===== src/rtl/ysyx_22040088_mdu_seq.sv =====
// ysyx_22040088_mdu_seq
//   Multi-cycle multiply/divide unit for the RV64M word ops MULW, DIVW,
//   REMW, DIVUW and REMUW. It sits beside the single-cycle ALU, so the
//   ALU itself needs no multiplier or divider. The core stalls on
//   in_ready and out_valid while an op is in progress.
//
//   MULW uses shift-add. DIV/REM use restoring division on the operand
//   magnitudes, and the sign is fixed up at the end. Each op takes one
//   radix-2 step per cycle over WLEN cycles. Divide-by-zero and signed
//   overflow are resolved when the request is accepted.
//
// Configuration macro:
//   YSYX_22040088_MDU_FAST_MUL_EN - when defined, MULW is computed with a
//   single-cycle WLEN x WLEN product at accept and goes straight to DONE.
//   When undefined, MULW is iterative and no '*' operator is synthesised.
//
// Ports:
//   clk          clock; all state changes on the rising edge
//   rst          synchronous reset, active-high
//   in_valid     request valid
//   in_ready     unit can accept a request (IDLE)
//   in_op        one-hot {remw, divw, mulw}
//   in_unsigned  1 = DIVUW/REMUW semantics; ignored for mulw
//   in_src1      rs1; only [WLEN-1:0] used
//   in_src2      rs2; only [WLEN-1:0] used
//   flush        abort any op in flight; highest priority
//   out_valid    result valid (DONE)
//   out_ready    consumer takes the result
//   out_result   32-bit result sign-extended to XLEN
//   busy         unit is not IDLE
module ysyx_22040088_mdu_seq #(
    parameter int XLEN = 64,
    parameter int WLEN = 32
) (
    input  logic            clk,
    input  logic            rst,
    input  logic            in_valid,
    output logic            in_ready,
    input  logic [2:0]      in_op,
    input  logic            in_unsigned,
    input  logic [XLEN-1:0] in_src1,
    input  logic [XLEN-1:0] in_src2,
    input  logic            flush,
    output logic            out_valid,
    input  logic            out_ready,
    output logic [XLEN-1:0] out_result,
    output logic            busy
);

    localparam int CW = $clog2(WLEN + 1);

    typedef enum logic [1:0] {
        S_IDLE,
        S_CALC,
        S_DONE
    } state_t;

    function automatic logic [XLEN-1:0] sext(input logic [WLEN-1:0] v);
        return {{(XLEN-WLEN){v[WLEN-1]}}, v};
    endfunction

    state_t            r_state;
    state_t            w_state_nxt;
    logic [CW-1:0]     r_cnt;
    logic [2:0]        r_op;        // one-hot {rem, div, mul}
    logic              r_neg_q;     // quotient must be negated
    logic              r_neg_r;     // remainder must be negated
    // Shared datapath registers:
    //   mul: r_acc = partial product, r_x = multiplicand (shifts left),
    //        r_y = multiplier (shifts right)
    //   div: r_acc[WLEN:0] = partial remainder, r_x[WLEN-1:0] = dividend
    //        shifting out / quotient shifting in, r_y = divisor magnitude
    logic [2*WLEN-1:0] r_acc;
    logic [2*WLEN-1:0] r_x;
    logic [WLEN-1:0]   r_y;
    logic [XLEN-1:0]   r_result;

    // ---------------- accept-time decode ----------------
    logic [WLEN-1:0]   w_a;
    logic [WLEN-1:0]   w_b;
    logic              w_op_ok;
    logic              w_accept;
    logic              w_signed_div;
    logic              w_s1;
    logic              w_s2;
    logic [WLEN-1:0]   w_mag_a;
    logic [WLEN-1:0]   w_mag_b;
    logic              w_div_zero;
    logic              w_ovf;
    logic              w_special;
    logic [XLEN-1:0]   w_special_res;
    logic              w_unused;

    assign w_a          = in_src1[WLEN-1:0];
    assign w_b          = in_src2[WLEN-1:0];
    assign w_op_ok      = (in_op == 3'b001) || (in_op == 3'b010) || (in_op == 3'b100);
    assign w_accept     = (r_state == S_IDLE) && in_valid && w_op_ok && !flush;
    assign w_signed_div = !in_unsigned && !in_op[0];
    assign w_s1         = w_signed_div && w_a[WLEN-1];
    assign w_s2         = w_signed_div && w_b[WLEN-1];
    assign w_mag_a      = w_s1 ? -w_a : w_a;
    assign w_mag_b      = w_s2 ? -w_b : w_b;
    assign w_div_zero   = !in_op[0] && (w_b == '0);
    assign w_ovf        = w_signed_div && (w_a == {1'b1, {(WLEN-1){1'b0}}}) && (w_b == '1);
    // The upper halves of the sources are architecturally ignored.
    assign w_unused     = ^{in_src1[XLEN-1:WLEN], in_src2[XLEN-1:WLEN]};

`ifdef YSYX_22040088_MDU_FAST_MUL_EN
    logic [WLEN-1:0]   w_fast_prod;
    // Only the low word of the product is ever observed.
    assign w_fast_prod = w_a * w_b;
`endif

    // NOTE: every signal driven here gets a default first, so no path
    // leaves it unassigned and no latch is inferred.
    always_comb begin
        w_special     = 1'b0;
        w_special_res = '0;
        if (w_div_zero) begin
            w_special     = 1'b1;
            w_special_res = in_op[1] ? '1 : sext(w_a);
        end else if (w_ovf) begin
            // Quotient wraps to the dividend; remainder is zero.
            w_special     = 1'b1;
            w_special_res = in_op[1] ? sext(w_a) : '0;
        end
`ifdef YSYX_22040088_MDU_FAST_MUL_EN
        else if (in_op[0]) begin
            w_special     = 1'b1;
            w_special_res = sext(w_fast_prod);
        end
`endif
    end

    // ---------------- one iteration step ----------------
    logic [2*WLEN-1:0] w_mul_acc;
    logic [WLEN:0]     w_rem_sh;
    logic [WLEN:0]     w_diff;
    logic              w_qbit;
    logic [WLEN:0]     w_rem_nxt;
    logic [WLEN-1:0]   w_quo_nxt;
    logic [WLEN-1:0]   w_q_fin;
    logic [WLEN-1:0]   w_r_fin;
    logic [WLEN-1:0]   w_word;

    assign w_mul_acc = r_y[0] ? (r_acc + r_x) : r_acc;
    // Restoring division: bring down the next dividend bit, try to subtract.
    assign w_rem_sh  = {r_acc[WLEN-1:0], r_x[WLEN-1]};
    assign w_diff    = w_rem_sh - {1'b0, r_y};
    assign w_qbit    = !w_diff[WLEN];
    assign w_rem_nxt = w_qbit ? w_diff : w_rem_sh;
    assign w_quo_nxt = {r_x[WLEN-2:0], w_qbit};
    assign w_q_fin   = r_neg_q ? -w_quo_nxt : w_quo_nxt;
    assign w_r_fin   = r_neg_r ? -w_rem_nxt[WLEN-1:0] : w_rem_nxt[WLEN-1:0];
    assign w_word    = r_op[0] ? w_mul_acc[WLEN-1:0] :
                       r_op[1] ? w_q_fin : w_r_fin;

    // ---------------- FSM ----------------
    // NOTE: sequential state uses non-blocking assignments so every
    // register samples the values from before the edge.
    always_ff @(posedge clk) begin
        if (rst) r_state <= S_IDLE;
        else     r_state <= w_state_nxt;
    end

    always_comb begin
        w_state_nxt = r_state;
        in_ready    = 1'b0;
        out_valid   = 1'b0;
        busy        = 1'b1;
        case (r_state)
            S_IDLE: begin
                in_ready = 1'b1;
                busy     = 1'b0;
                if (w_accept) w_state_nxt = w_special ? S_DONE : S_CALC;
            end
            S_CALC: begin
                if (r_cnt == CW'(1)) w_state_nxt = S_DONE;
            end
            S_DONE: begin
                out_valid = 1'b1;
                if (out_ready) w_state_nxt = S_IDLE;
            end
            default: w_state_nxt = S_IDLE;
        endcase
        if (flush) w_state_nxt = S_IDLE;
    end

    // ---------------- datapath ----------------
    always_ff @(posedge clk) begin
        if (rst) begin
            r_cnt    <= '0;
            r_op     <= '0;
            r_neg_q  <= 1'b0;
            r_neg_r  <= 1'b0;
            r_acc    <= '0;
            r_x      <= '0;
            r_y      <= '0;
            r_result <= '0;
        end else if (w_accept) begin
            r_op    <= in_op;
            r_neg_q <= w_s1 ^ w_s2;
            r_neg_r <= w_s1;    // remainder takes the dividend's sign
            if (w_special) begin
                r_result <= w_special_res;
            end else begin
                r_cnt <= CW'(WLEN);
                r_acc <= '0;
                // For MULW the magnitudes equal the raw operands.
                r_x   <= {{WLEN{1'b0}}, w_mag_a};
                r_y   <= w_mag_b;
            end
        end else if (r_state == S_CALC && !flush) begin
            r_cnt <= r_cnt - CW'(1);
            if (r_op[0]) begin
                r_acc <= w_mul_acc;
                r_x   <= r_x << 1;
                r_y   <= r_y >> 1;
            end else begin
                r_acc <= {{(WLEN-1){1'b0}}, w_rem_nxt};
                r_x   <= {{WLEN{1'b0}}, w_quo_nxt};
            end
            if (r_cnt == CW'(1)) r_result <= sext(w_word);
        end
    end

    assign out_result = r_result;

endmodule


===== config.mk =====
export PLATFORM = sky130hd
export DESIGN_NAME = ysyx_22040088_mdu_seq
export DESIGN_NICKNAME = d
export VERILOG_FILES = /design/src/rtl/ysyx_22040088_mdu_seq.sv
export SDC_FILE = /design/constraint.sdc
export NUM_CORES = 1
export LEC_CHECK = 0
export ABC_AREA = 0
export ABC_CLOCK_PERIOD_IN_PS = 13400
export BUFFER_PORTS_ARGS = -buffer_cell sky130_fd_sc_hd__buf_2
export CELL_PAD_IN_SITES_DETAIL_PLACEMENT = 1
export CELL_PAD_IN_SITES_GLOBAL_PLACEMENT = 1
export CORE_MARGIN = 3
export CORE_UTILIZATION = 46
export DETAILED_ROUTE_END_ITERATION = 12
export PLACE_DENSITY_LB_ADDON = 0.1
export SYNTH_ARGS = -nofsm -noshare
export SYNTH_HDL_FRONTEND = slang
export SYNTH_SLANG_ARGS = --single-unit

===== constraint.sdc =====
create_clock -name clk -period 13.4 [get_ports clk]
set_input_delay 2.68 -clock clk [delete_from_list [all_inputs] [get_ports clk]]
set_output_delay 2.68 -clock clk [all_outputs]
set_load 0.02 [all_outputs]

Word level (Yosys, flattened, before mapping). Index checks and enable logic that the tools add are counted.

RAM bits: 0. Memories kept: 0. Bits of input ports: 137. Register bits: 236. Word-level logic and storage cells: 100. Output and inout bits: 67. ROM bits: 0. Bits in latches: 0.

Eq/ne operators: 14. $add $sub $neg: 7. Multiply operators: 0. Shift-type cells: 0. Divide/modulo/power cells: 0. Magnitude comparators: 0. Reductions and logical operators: 27. Muxes and demuxes: 41. Bitwise logic cells: 1.

Operator list (number): 2-to-1 mux 64 bit (17); 2-to-1 mux 32 bit (10); negation 32 bit (4); adder 64 bit (1); == test 32 bit, second input constant (2); 2-to-1 mux 33 bit (1); subtractor 33 x 32 -> 33 bit (1); logical NOT 32 bit (1); 2-to-1 mux 6 bit (3); AND reduction 3 bit (4); logical AND 1 bit (10); 2-to-1 mux 2 bit (4); != test 2 bit, second input constant (4); == test 6 x 1 -> 1 bit, second input constant (1); case mux 2 bit (3 select lines) (1); nonzero test 2 bit (3); subtractor 6 x 1 -> 6 bit, second input constant (1); 2-to-1 mux 1 bit (5); logical NOT 1 bit (4); == test 3 x 1 -> 1 bit, second input constant (1); == test 3 x 2 -> 1 bit, second input constant (1); == test 3 bit, second input constant (1); != test 3 x 1 -> 1 bit, second input constant (1); == test 2 x 1 -> 1 bit, second input constant (1); 7 further kinds (8).

Depth between registers and ports, before layout. Gate-level depths: netlist of the first run.

Depth after elaboration: 9. Depth in mapped cells: 23. Gate-level depth less buffers: 21.

Least setup slack after synthesis of the first run. Ideal clock, no wire load.

Kind: input-to-reg. Start: input port in_src2[13]. End: register r_result[17] (netlist: out_result[17]). Stages on the path: 11. Buffers on the path: 1. Path slack: 7.958 ns. Arrival time: 5.310 ns. Data required time: 13.268 ns. Cells stage by stage: or3_1 > or3_1 > or3_1 > nor4_2 > and2b_1 > o21ai_1 > nand2_1 > clkbuf_1 > o211ai_1 > a221oi_1 > nor3_1.

Cells in the longest elaborated chain, start to end: 6.

RTL lines: start: declaration (RTL line 42) `input logic [XLEN-1:0] in_src2,`; == test 32 bit (RTL line 104) `assign w_ovf = w_signed_div && (w_a == {1'b1, {(WLEN-1){1'b0}}}) && (w_b == '1);`; logical AND 1 bit (RTL line 104); 2-to-1 mux 1 bit or 2-to-1 mux 64 bit (tied branches) (RTL line 122) `end else if (w_ovf) begin`; 2-to-1 mux 1 bit or 2-to-1 mux 64 bit (tied branches) (RTL line 119) `if (w_div_zero) begin`; != test 2 x 1 -> 1 bit (no source line) or 2-to-1 mux 64 bit (tied branches); AND reduction 3 bit (no source line) or 2-to-1 mux 64 bit (tied branches); end signal: assignment (RTL line 205) `r_result <= w_special_res;`; end signal: assignment (RTL line 223) `if (r_cnt == CW'(1)) r_result <= sext(w_word);`; end: declaration (RTL line 76) `logic [XLEN-1:0] r_result;`.

Several ways; a longest one is shown, not always the timed one. The select of a mux whose other input is x is not followed. A chain may end at the register's enable or synchronous reset.

Final worst setup path of the first run.
Start: input port in_op[0]. End: register r_y[24].

Cells in the longest elaborated chain, start to end: 8.

RTL lines: start: declaration (RTL line 39) `input logic [2:0] in_op,`; logical NOT 1 bit (RTL line 98, 103); logical AND 1 bit (RTL line 98) `assign w_signed_div = !in_unsigned && !in_op[0];`; logical AND 1 bit (2 in series) (RTL line 104); 2-to-1 mux 1 bit (RTL line 122); 2-to-1 mux 1 bit (RTL line 119); != test 2 bit (no source line); AND reduction 3 bit (no source line); end signal: assignment (RTL line 211) `r_y <= w_mag_b;`; end signal: assignment (RTL line 218) `r_y <= r_y >> 1;`; end: declaration (RTL line 75) `logic [WLEN-1:0] r_y;`.

Several ways; a longest one is shown, not always the timed one. The select of a mux whose other input is x is not followed.

==> impl_results.md, run 1 <==
* Chip width at 181.7 um
* Total Power at 1.303 mW
* Max cap viols at 0
* Clock skew at 0.01426 ns
* Final setup margin at 6.307 ns
* Slew @ Worst Pin at 1.265 ns
* Final hold slack at 0.4766 ns
* FFs w/ async S/R, synth at 0
* Drt drc at 0
* Final #Nets at 2259
* Initial antenna violation count at 1
* WL/cell at 23.88 um
* Most common cell in the netlist: nor2_1
* Worst setup EP type: flip-flop
* CTS Buf Count at 17
* Period utilisation layout at 0.5293
* Synth Register Bits at 140
* Critical Path Start Type: input pin
* Antenna diodes at 0
* Share of post-route cells with drive strength above 1 at 0.1134
* Initial Util at 0.4730
* Number of cell rows at 63
* Via Count at 16040
* CTS Hold Bufs at 0
* H-tree depth at 4
* Yosys cell types at 89
* Cell taking the most area after synthesis: dfxtp_1
* Final ANT Viol Nets at 0
* Lkg Pwr at 6.389 nW
* Post-DP HPWL at 44.80 mm
* Final GP Congestion at 0.9369
* Number of synthesized flops with an enable pin at 0
* Yosys top cell area share at 0.1973
* Final Util at 0.5148
* Largest net degree at the start of global routing at 81
* Final std cells w/o fill at 2453
* Syn avg cell area at 7.043 um2
* Die H at 181.7 um
* First-pass GRT wire length at 91.24 mm
* Required time worst endpoint at 13.70 ns
* Post-synth top flop: dfxtp_1
* Root Buffer: clkbuf_16
* Die area at 0.03302 mm2
* Hold Path Class: flip-flop to flip-flop
* Resize count post-CTS at 0
* Drt via density at 6.539
* Number of global-route vias before repair at 15750
* Syn Std Cell Area at 0.01420 mm2
* Cell count after synthesis at 2017
* Final Max Tran Viols at 0
* CP Class: input pin to flip-flop
* Top cells by count, synth: 226 x nor2_1, 222 x nand2_1, 194 x a21oi_1
* CTS tree: done
* Clk sinks at 140
* Yosys warns at 0
* WL final at 58.58 mm
* Final Setup Violations at 0
* Total Routing Usage GR at 0.3466
* DR iter-0 viols at 1312
* Pre-CTS WS at 6.056 ns
* Sequential fraction of the synthesis area at 0.1973
* Max Clk Rate at 141.0 MHz
* Final instance area at 0.01546 mm2
* Area growth from synthesis to layout at 8.844%
* Maximum vdd drop at 88.82 uV
* Hold Fails Final Rpt at 0
* Postcts setup bufs at 0
* Worst-path clk slew at 0.06 ns
* Rel. slew slack at 0.1504
* # placed instances at 2420
* Syn nets at 2226
* Overflow left after global routing at 0
* Placed Area at 0.01486 mm2
* Setup Total Neg Slack at 0 ns
* Ports at 204
* CP Max Fanout at 64
* RSZ-0062 raised after global routing: no
* Core area at 0.03003 mm2
* CTS Buffer Depth at 2
* Buffers on Ports at 139
* Worst skew pair latency at 0.46 ns
* PwrDens at 84.25 mW/mm2
* First-pass DRT Iterations at 6
* Largest cells by area after synthesis: dfxtp_1 20%, a21oi_1 6.8%, ha_1 6.2%
* Minimum period implied by the final worst setup slack at 7.093 ns
* Arrival time at the worst endpoint at 7.39 ns
* Status: complete, no violations
[worst paths after layout]
| kind | endpoint | from | slack (ns) | cells after the start |
|---|---|---|---|---|
| hold reg to reg | r_y[24]$_SDFFE_PP0P_ | r_y[24]$_SDFFE_PP0P_ | 0.48 | 2 |
| hold / removal | r_y[24]$_SDFFE_PP0P_ | r_y[24]$_SDFFE_PP0P_ | 0.48 | 2 |
| setup reg to reg | out_result[20]$_SDFFE_PP0P_ | r_x[31]$_SDFFE_PP0P_ | 7.05 | 22 |
| setup / recovery | r_y[24]$_SDFFE_PP0P_ | in_op[0] | 6.31 | 12 |
[metal layers]
metal,track usage,up-vias,routed length (um)
met5,0,-,0
met4,0.1481,0,2504
met3,0.03706,138,3423
met2,0.5616,589,26820
met1,0.4684,7949,25830
li1,-,7363,-
[cell type report]
class                   instances  area, um2
repair buffers                158      840.8
well taps                     390      488.0
fillers                      3918      14570
inverters                      78      292.8
multi-input cells            1655      10440
flip-flops and latches        140       2805
clock buffers                  20      456.7
clock inverters                12      140.1
[registers in the layout, indices dropped and copies added (netlist names)]
name and count:
r_neg_r 1, r_x 32, r_neg_q 1, r_y 32, r_op 2, r_state 2
r_cnt 6, out_result 32, r_acc 32
[cell usage in the layout (no fill, tap or decap), types with 18 or more instances in the layout]
master,count
a211oi_1,50
a31oi_1,18
o21ai_0,121
o211ai_1,63
or3_1,24
dfxtp_1,138
a21oi_1,194
nor3_1,56
ha_1,70
o21ai_1,20
a21o_1,36
inv_1,75
xnor2_1,86
o31ai_1,24
buf_4,20
buf_2,138
nand3_1,49
nor2_1,225
nand2_1,221
nand4_1,21
mux2i_1,42
xor2_1,72
[kinds of logic (layout without fill, tap and decap cells)]
logic type | count (synthesis) | after routing | share of synthesized area
xor+xnor | 158 | 158 | 0.09742
buf+inv | 222 | 268 | 0.07002
mux | 48 | 48 | 0.03435
simple gates | 705 | 705 | 0.2282
compound gates | 672 | 672 | 0.3082
fa+ha+maj | 72 | 72 | 0.06448
flops | 140 | 140 | 0.1973
[worst max-delay path, cell delays in order]
cell,delay [ns]
buf_2,0.18
nor2_1,0.68
nand2_1,0.66
nor3_1,0.33
nand4_1,0.22
nor2_1,0.35
nor2_1,0.17
a21oi_4,0.62
buf_4,0.68
nor2_2,0.41
o211ai_1,0.23
a21oi_1,0.09
[power breakdown]
group | leakage [nW] | switching (mW) | total [mW] | internal, mW
combinational | 4.98 | 0.249 | 0.371 | 0.122
sequential | 1.13 | 0.00718 | 0.427 | 0.420
clock | 0.283 | 0.219 | 0.504 | 0.285
Note: power is estimated with default switching activity, not from simulation.
==> run 2, diff against run 1 <==
--- a/config.mk
+++ b/config.mk
@@ -5,13 +5,13 @@
 export SDC_FILE = /design/constraint.sdc
 export NUM_CORES = 1
 export LEC_CHECK = 0
-export ABC_AREA = 0
-export ABC_CLOCK_PERIOD_IN_PS = 13400
+export ABC_AREA = 1
+export ABC_CLOCK_PERIOD_IN_PS = 7100
 export BUFFER_PORTS_ARGS = -buffer_cell sky130_fd_sc_hd__buf_2
 export CELL_PAD_IN_SITES_DETAIL_PLACEMENT = 1
 export CELL_PAD_IN_SITES_GLOBAL_PLACEMENT = 1
 export CORE_MARGIN = 3
-export CORE_UTILIZATION = 46
+export CORE_UTILIZATION = 41
 export DETAILED_ROUTE_END_ITERATION = 12
 export PLACE_DENSITY_LB_ADDON = 0.1
 export SYNTH_ARGS = -nofsm -noshare
==> constraint.sdc (replaced) <==
create_clock -name clk -period 7.1 [get_ports clk]
set_input_delay 1.42 -clock clk [delete_from_list [all_inputs] [get_ports clk]]
set_output_delay 1.42 -clock clk [all_outputs]
set_load 0.02 [all_outputs]
==> impl_results.md, run 2 <==
* Status: complete, no violations
* Cell count after synthesis at 2626 (+30%)
* Overflow left after global routing at 0 (unchanged)
* Yosys top cell area share at 0.1828 (-0.01455)
* Share of post-route cells with drive strength above 1 at 0.1167 (+0.003277)
* Area of the multi-input gates at 0.01063 mm2 (+1.8%)
* Compound-Gate Fraction of Synth Area at 0.2474 (-0.06083)
* PwrDens at 225.4 mW/mm2 (+170%)
* CP Max Fanout at 29 (-55%)
* WP depth at 33 (+21)
* Max Clk Rate at 177.3 MHz
* Clock skew at 0.02093 ns (+0.006670 ns)
* Maximum vdd drop at 168.6 uV (+90%)
* Period utilisation layout at 0.7944
* RSZ-0062 raised after global routing: no
* Area growth from synthesis to layout at 8.583%
* Yosys warns at 0 (unchanged)
* Rel. slew slack at 0.2945 (+0.1441)
* Arrival time at the worst endpoint at 6.00 ns (-1.39 ns)
* Sequential fraction of the synthesis area at 0.1828 (-0.01455)
* Delay-heaviest family, CP: simple AND/OR/NAND/NOR gates
* Worst R2R End: out_result[28]$_SDFFE_PP0P_
* Post-synthesis mux area share at 0.0007343 (-0.03362)
* Worst skew pair latency at 0.47 ns (about the same)
* Postcts setup bufs at 0 (unchanged)
* Most common cell after layout, fill and taps aside: nand2_1
* Syn avg cell area at 5.840 um2 (-17%)
* CTS Buffer Depth at 2 (unchanged)
* Post-Synth Adder-Cell Area at 0.05972 (-0.004755)
* Crit path max-delay cell type: fa_1
* Synth Area in XOR/XNOR at 0.03312 (-0.06430)
* Setup Total Neg Slack at 0 ns (unchanged)
* Worst setup EP type: flip-flop
* Ports at 204 (unchanged)
* Final ANT Viol Nets at 0 (unchanged)
* Hold path depth at 2 (unchanged)
* Buffers on Ports at 139 (unchanged)
* Post-DP HPWL at 55.45 mm (+24%)
* Final Max Tran Viols at 0 (unchanged)
* CP Class: flip-flop to flip-flop
* Number of global-route vias before repair at 17530 (+11%)
* CTS Hold Bufs at 0 (unchanged)
* Worst-path clk slew at 0.07 ns (about the same)
* Final hold slack at 0.4846 ns (+0.008019 ns)
* CTS Buf Count at 17 (unchanged)
* Max cap viols at 0 (unchanged)
* Largest net degree at the start of global routing at 83 (+2.5%)
* Required time worst endpoint at 7.46 ns (-6.24 ns)
* Initial antenna violation count at 0 (-1)
* Register area at 0.002803 mm2 (about the same)
* Resize count post-CTS at 0 (unchanged)
* Fillers at 5183 (+32%)
* Most common cell in the netlist: nand2_1
* Simple-gate portion of the synthesized area at 0.3513 (+0.1231)
* First-pass GRT wire length at 106.3 mm (+16%)
* Hold Fails Final Rpt at 0 (unchanged)
* Hold Path End: r_y[26]$_SDFFE_PP0P_
* Die area at 0.03976 mm2 (+20%)
* Worst Path Buf+Inv at 4 (+2)
* H-tree depth at 4 (unchanged)
* DR iter-0 viols at 1527 (+16%)
* Core area at 0.03670 mm2 (+22%)
* CP max stage delay at 0.48 ns (-0.20 ns)
* Launching point of the worst reg2reg path: r_x[31]$_SDFFE_PP0P_
* Worst hold start: r_y[26]$_SDFFE_PP0P_
* Syn Std Cell Area at 0.01534 mm2 (+8.0%)
* Commonest cells after routing, fill and taps aside: 619 x nand2_1, 303 x inv_1, 264 x o21ai_0, 251 x a21oi_1, 235 x nor2_1
* Clk sinks at 140 (unchanged)
* CTS tree: done
* Final Setup Violations at 0 (unchanged)
* Placed Area at 0.01607 mm2 (+8.2%)
* WL/cell at 22.40 um (-6.2%)
* Initial Util at 0.4179 (-0.05508)
* First-pass DRT Iterations at 5 (-1)
* Chip width at 199.4 um (+9.7%)
* Lkg Pwr at 7.706 nW (+21%)
* Final instance area at 0.01665 mm2 (+7.7%)
* Drt via density at 5.892 (-9.9%)
* Drt drc at 0 (unchanged)
* Critical Path Start Type: flip-flop
* Dominant combinational cell family by area after synthesis: simple AND/OR/NAND/NOR gates
* CP most frequent cell: nand2_1
* Number of synthesized flops with an enable pin at 0 (unchanged)
* WL final at 70.55 mm (+20%)
* Cell taking the most area after synthesis: dfxtp_1
* Hold Path Class: flip-flop to flip-flop
* Synth Register Bits at 140 (unchanged)
* R2R setup slack at 1.46 ns (-5.59 ns)
* Final GP Congestion at 1.014 (+8.2%)
* Via Count at 18560 (+16%)
* Antenna diodes at 0 (unchanged)
* Root Buffer: clkbuf_16
* Final #Nets at 2878 (+27%)
* Syn nets at 2835 (+27%)
* Yosys cell types at 59 (-34%)
* Die H at 199.4 um (+9.7%)
* Number of cell rows at 70 (+11%)
* Post-synth top flop: dfxtp_1
* Reg2reg path depth at 33 (+50%)
* Minimum period implied by the final worst setup slack at 5.640 ns
* Slew @ Worst Pin at 1.057 ns (-0.2076 ns)
* FFs w/ async S/R, synth at 0 (unchanged)
* Total Routing Usage GR at 0.3497 (+0.003106)
* Largest cells by area after synthesis: dfxtp_1 18%, nand2_1 15%, o21ai_0 8.6%
* Top cells by count, synth: 620 x nand2_1, 303 x inv_1, 264 x o21ai_0
[run 2: cell count changes after synthesis, moves of 57 or more]
cell | previous run | this run
a21oi_1 | 194 | 251
o21ai_0 | 121 | 264
nand2_1 | 222 | 620
xnor2_1 | 86 | 19
nand3_1 | 49 | 158
inv_1 | 75 | 303
[run 2: logic make-up after synthesis]
group | Yosys count
buffers and inverters | 456
XOR/XNOR | 58
adder cells (fa/ha/maj) | 72
multiplexers | 1
AND/OR/NAND/NOR | 1218
flip-flops | 140
AO/OA/AOI/OAI | 681
[run 2: worst max path at each step]
stage                               from                           to  slack [ns]
floorplan           r_x[31]$_SDFFE_PP0P_  out_result[28]$_SDFFE_PP0P_        2.91
global placement    r_x[31]$_SDFFE_PP0P_  out_result[28]$_SDFFE_PP0P_        1.62
detailed placement  r_x[31]$_SDFFE_PP0P_  out_result[28]$_SDFFE_PP0P_        1.54
CTS                 r_x[31]$_SDFFE_PP0P_  out_result[28]$_SDFFE_PP0P_        1.53
global route        r_x[31]$_SDFFE_PP0P_  out_result[28]$_SDFFE_PP0P_        0.94
finish              r_x[31]$_SDFFE_PP0P_  out_result[28]$_SDFFE_PP0P_        1.46
[run 2: cell type report]
type | instances | share of cell area
Inverter | 319 | 0.07198
Clock inverter | 13 | 0.008115
Multi-Input combinational cell | 2030 | 0.6381
Sequential cell | 140 | 0.1683
Timing Repair Buffer | 161 | 0.05169
Tap cell | 468 | 0.03516
Clock buffer | 19 | 0.02660
[run 2: per-layer routing]
metal,share of wire,GRT usage,up-vias
met1,0.47,0.5162,8981
li1,-,-,8798
met2,0.42,0.5163,681
met5,0,0,-
met4,0.035,0.1207,0
met3,0.079,0.05412,100
[run 2: metrics by stage]
step / setup WS [ns] / instances / util / power (mW)
after floorplan: 2.913 / 2626 / - / 2.236
after global placement: 1.622 / 3118 / 0.4380 / 2.743
after detailed placement: 1.541 / 3118 / 0.4380 / 2.784
after CTS: 1.532 / 3150 / 0.4538 / 3.718
after global routing: 0.9441 / 3150 / 0.4538 / 3.992
final: 1.460 / 3150 / 0.4538 / 3.754
[run 2: worst reg2reg max path, delay by kind of cell, from the launching register on]
kind / cells / cell delay [ns]
flip-flops: 1 / 0.41
adder cells (fa/ha/maj): 3 / 0.98
buffers and inverters: 4 / 0.32
AO/OA/AOI/OAI: 3 / 0.43
AND/OR/NAND/NOR: 23 / 3.40
[run 2: where the power goes]
group	switching, mW	internal, mW	total, mW
Sequential	0.0497	0.815	0.865
Combinational	1.42	0.532	1.95
Clock	0.436	0.501	0.937
==> run 3, diff against run 2 <==
--- a/config.mk
+++ b/config.mk
@@ -5,13 +5,13 @@
 export SDC_FILE = /design/constraint.sdc
 export NUM_CORES = 1
 export LEC_CHECK = 0
-export ABC_AREA = 1
-export ABC_CLOCK_PERIOD_IN_PS = 7100
+export ABC_AREA = 0
+export ABC_CLOCK_PERIOD_IN_PS = 5100
 export BUFFER_PORTS_ARGS = -buffer_cell sky130_fd_sc_hd__buf_2
 export CELL_PAD_IN_SITES_DETAIL_PLACEMENT = 1
 export CELL_PAD_IN_SITES_GLOBAL_PLACEMENT = 1
 export CORE_MARGIN = 3
-export CORE_UTILIZATION = 41
+export CORE_UTILIZATION = 39
 export DETAILED_ROUTE_END_ITERATION = 12
 export PLACE_DENSITY_LB_ADDON = 0.1
 export SYNTH_ARGS = -nofsm -noshare
==> constraint.sdc (replaced) <==
create_clock -name clk -period 5.1 [get_ports clk]
set_input_delay 1.02 -clock clk [delete_from_list [all_inputs] [get_ports clk]]
set_output_delay 1.02 -clock clk [all_outputs]
set_load 0.02 [all_outputs]
==> impl_results.md, run 3 (synthesis results as in run 1) <==
* Final Max Tran Viols at 0 (unchanged)
* Lkg Pwr at 6.757 nW (-12%)
* Max Clk Rate at 206.4 MHz (+16%)
* Hold Fails Final Rpt at 0 (unchanged)
* Antenna diodes at 0 (unchanged)
* PwrDens at 215.6 mW/mm2 (-4.4%)
* Die area at 0.03875 mm2 (-2.6%)
* Crit-path cells: inv_2, ha_1, fa_1, nand2b_1, a21oi_2, o31ai_2, o211a_1, or2_4, a311o_4, nor2_4, inv_2, buf_4, o31ai_2, inv_1, o21ai_0, xnor2_1, a211oi_1, nor3_1
* Number of global-route vias before repair at 15540 (-11%)
* Rel. slew slack at 0.1138 (-0.1807)
* Placed Area at 0.01550 mm2 (-3.5%)
* CTS Buffer Depth at 2 (unchanged)
* Share of post-route cells with drive strength above 1 at 0.1450 (+0.02830)
* Period utilisation layout at 0.9501 (+0.1557)
* Final #Nets at 2327 (-19%)
* H-tree depth at 4 (unchanged)
* Most common cell after layout, fill and taps aside: nor2_1
* Final ANT Viol Nets at 0 (unchanged)
* Final GP Congestion at 0.9499 (-6.3%)
* Clock skew at 0.01626 ns (-0.004672 ns)
* Commonest cells after routing, fill and taps aside: 225 x nor2_1, 221 x nand2_1, 193 x a21oi_1, 138 x buf_2, 138 x dfxtp_1
* Postcts setup bufs at 0 (unchanged)
* Die H at 196.8 um (-1.3%)
* DR iter-0 viols at 1030 (-33%)
* Delay-heaviest family, CP: compound AO/OA/AOI/OAI gates
* Arrival time at the worst endpoint at 5.15 ns (-0.85 ns)
* Clk sinks at 140 (unchanged)
* Initial antenna violation count at 3 (+3)
* Final hold slack at 0.4599 ns (-0.02475 ns)
* Drt via density at 6.100 (+3.5%)
* CP Max Fanout at 24 (-17%)
* Worst setup EP type: flip-flop
* Total Routing Usage GR at 0.2970 (-0.05271)
* Worst-path clk slew at 0.07 ns (about the same)
* Setup Total Neg Slack at 0 ns (unchanged)
* CTS tree: done
* CP max stage delay at 0.50 ns (+0.02 ns)
* WL final at 58.60 mm (-17%)
* Core area at 0.03574 mm2 (-2.6%)
* Final Util at 0.4509 (-0.002881)
* Hold Path Class: flip-flop to flip-flop
* Chip width at 196.8 um (-1.3%)
* Area growth from synthesis to layout at 13.45%
* CTS Buf Count at 17 (unchanged)
* Root Buffer: clkbuf_16
* First-pass GRT wire length at 90.73 mm (-15%)
* Minimum period implied by the final worst setup slack at 4.845 ns (-0.7948 ns)
* First-pass DRT Iterations at 5 (unchanged)
* Final Setup Violations at 0 (unchanged)
* Final setup margin at 0.2547 ns (-1.205 ns)
* Final instance area at 0.01612 mm2 (-3.2%)
* Buffers on Ports at 139 (unchanged)
* Max cap viols at 0 (unchanged)
* # placed instances at 2561 (-18%)
* Overflow left after global routing at 0 (unchanged)
* Largest net degree at the start of global routing at 77 (-7.2%)
* Initial Util at 0.3974 (-0.02047)
* Required time worst endpoint at 5.40 ns (-2.06 ns)
* Worst skew pair latency at 0.46 ns (about the same)
* Crit path max-delay cell type: o31ai_2
* Drt drc at 0 (unchanged)
* CP Class: flip-flop to flip-flop
* Worst Path Buf+Inv at 4 (unchanged)
* Total Power at 3.474 mW (-7.4%)
* RSZ-0062 raised after global routing: no
* Maximum vdd drop at 257.8 uV (+53%)
* WL/cell at 22.61 um (+0.95%)
* Final std cells w/o fill at 2592 (-18%)
* Pre-CTS WS at -0.05728 ns (-1.598 ns)
* Slew @ Worst Pin at 1.319 ns (+0.2620 ns)
* Via Count at 15810 (-15%)
* Number of cell rows at 69 (-1.4%)
* Ports at 204 (unchanged)
* Status: complete, no violations
* Post-DP HPWL at 45.81 mm (-17%)
* Critical Path Start Type: flip-flop
==> run 3: changes by cell type in the layout (fill, tap and decap cells not counted), sizes merged, moves of 27 or more <==
cell / before / now
nand2: 671 / 222
inv: 319 / 80
o21ai: 279 / 142
nand3: 168 / 49
xnor2: 19 / 86
buf: 161 / 226
a21oi: 258 / 198
mux2i: 0 / 42
a211oi: 10 / 50
o211ai: 29 / 63
xor2: 39 / 72
a21o: 5 / 36
nor2: 254 / 227
==> run 3: layout make-up <==
| type | count | area [um2] |
|---|---|---|
| inverter | 78 | 292.8 |
| timing repair buffer | 226 | 1389 |
| fill | 4624 | 19630 |
| clock inverter | 13 | 141.4 |
| sequential | 140 | 2805 |
| multi-input combinational | 1655 | 10480 |
| tap | 461 | 576.8 |
| clock buffer | 19 | 432.9 |
==> run 3: worst register-to-register path: stages (launching register included) <==
cell and delay (ns):
dfxtp_1 0.35, inv_2 0.09, ha_1 0.23, fa_1 0.40
nand2b_1 0.20, a21oi_2 0.19, o31ai_2 0.13, o211a_1 0.28
or2_4 0.28, a311o_4 0.40, nor2_4 0.20, inv_2 0.08
buf_4 0.22, o31ai_2 0.51, inv_1 0.16, o21ai_0 0.24
xnor2_1 0.16, a211oi_1 0.48, nor3_1 0.08
==> run 3: final timing paths <==
check	startpoint	to	slack, ns	cells past startpoint
worst min-delay path	r_y[24]$_SDFFE_PP0P_	r_y[24]$_SDFFE_PP0P_	0.46	2
worst max register to register	r_x[31]$_SDFFE_PP0P_	out_result[21]$_SDFFE_PP0P_	0.25	18
worst min register to register	r_y[24]$_SDFFE_PP0P_	r_y[24]$_SDFFE_PP0P_	0.46	2
worst max-delay path	r_x[31]$_SDFFE_PP0P_	out_result[21]$_SDFFE_PP0P_	0.25	18
==> run 3: report_power, final <==
group	total (mW)	switching [mW]	internal, mW
Clock	1.30	0.579	0.723
Combinational	1.05	0.678	0.375
Sequential	1.12	0.0157	1.10
Total	3.47	1.27	2.20
==> run 3: layer usage <==
layer / share of wire / routed length, um / track usage
met3: 0.039 / 2312 / 0.03316
met5: 0.00046 / 27 / 0
met4: 0.039 / 2291 / 0.1061
met2: 0.46 / 27170 / 0.4934
met1: 0.46 / 26800 / 0.4003
==> run 3: repair_timing <==
action	CTS	global route
setup endpoints to repair	1	10
hold buffers	0	0
gates resized for setup	2	10
pin swaps	0	4
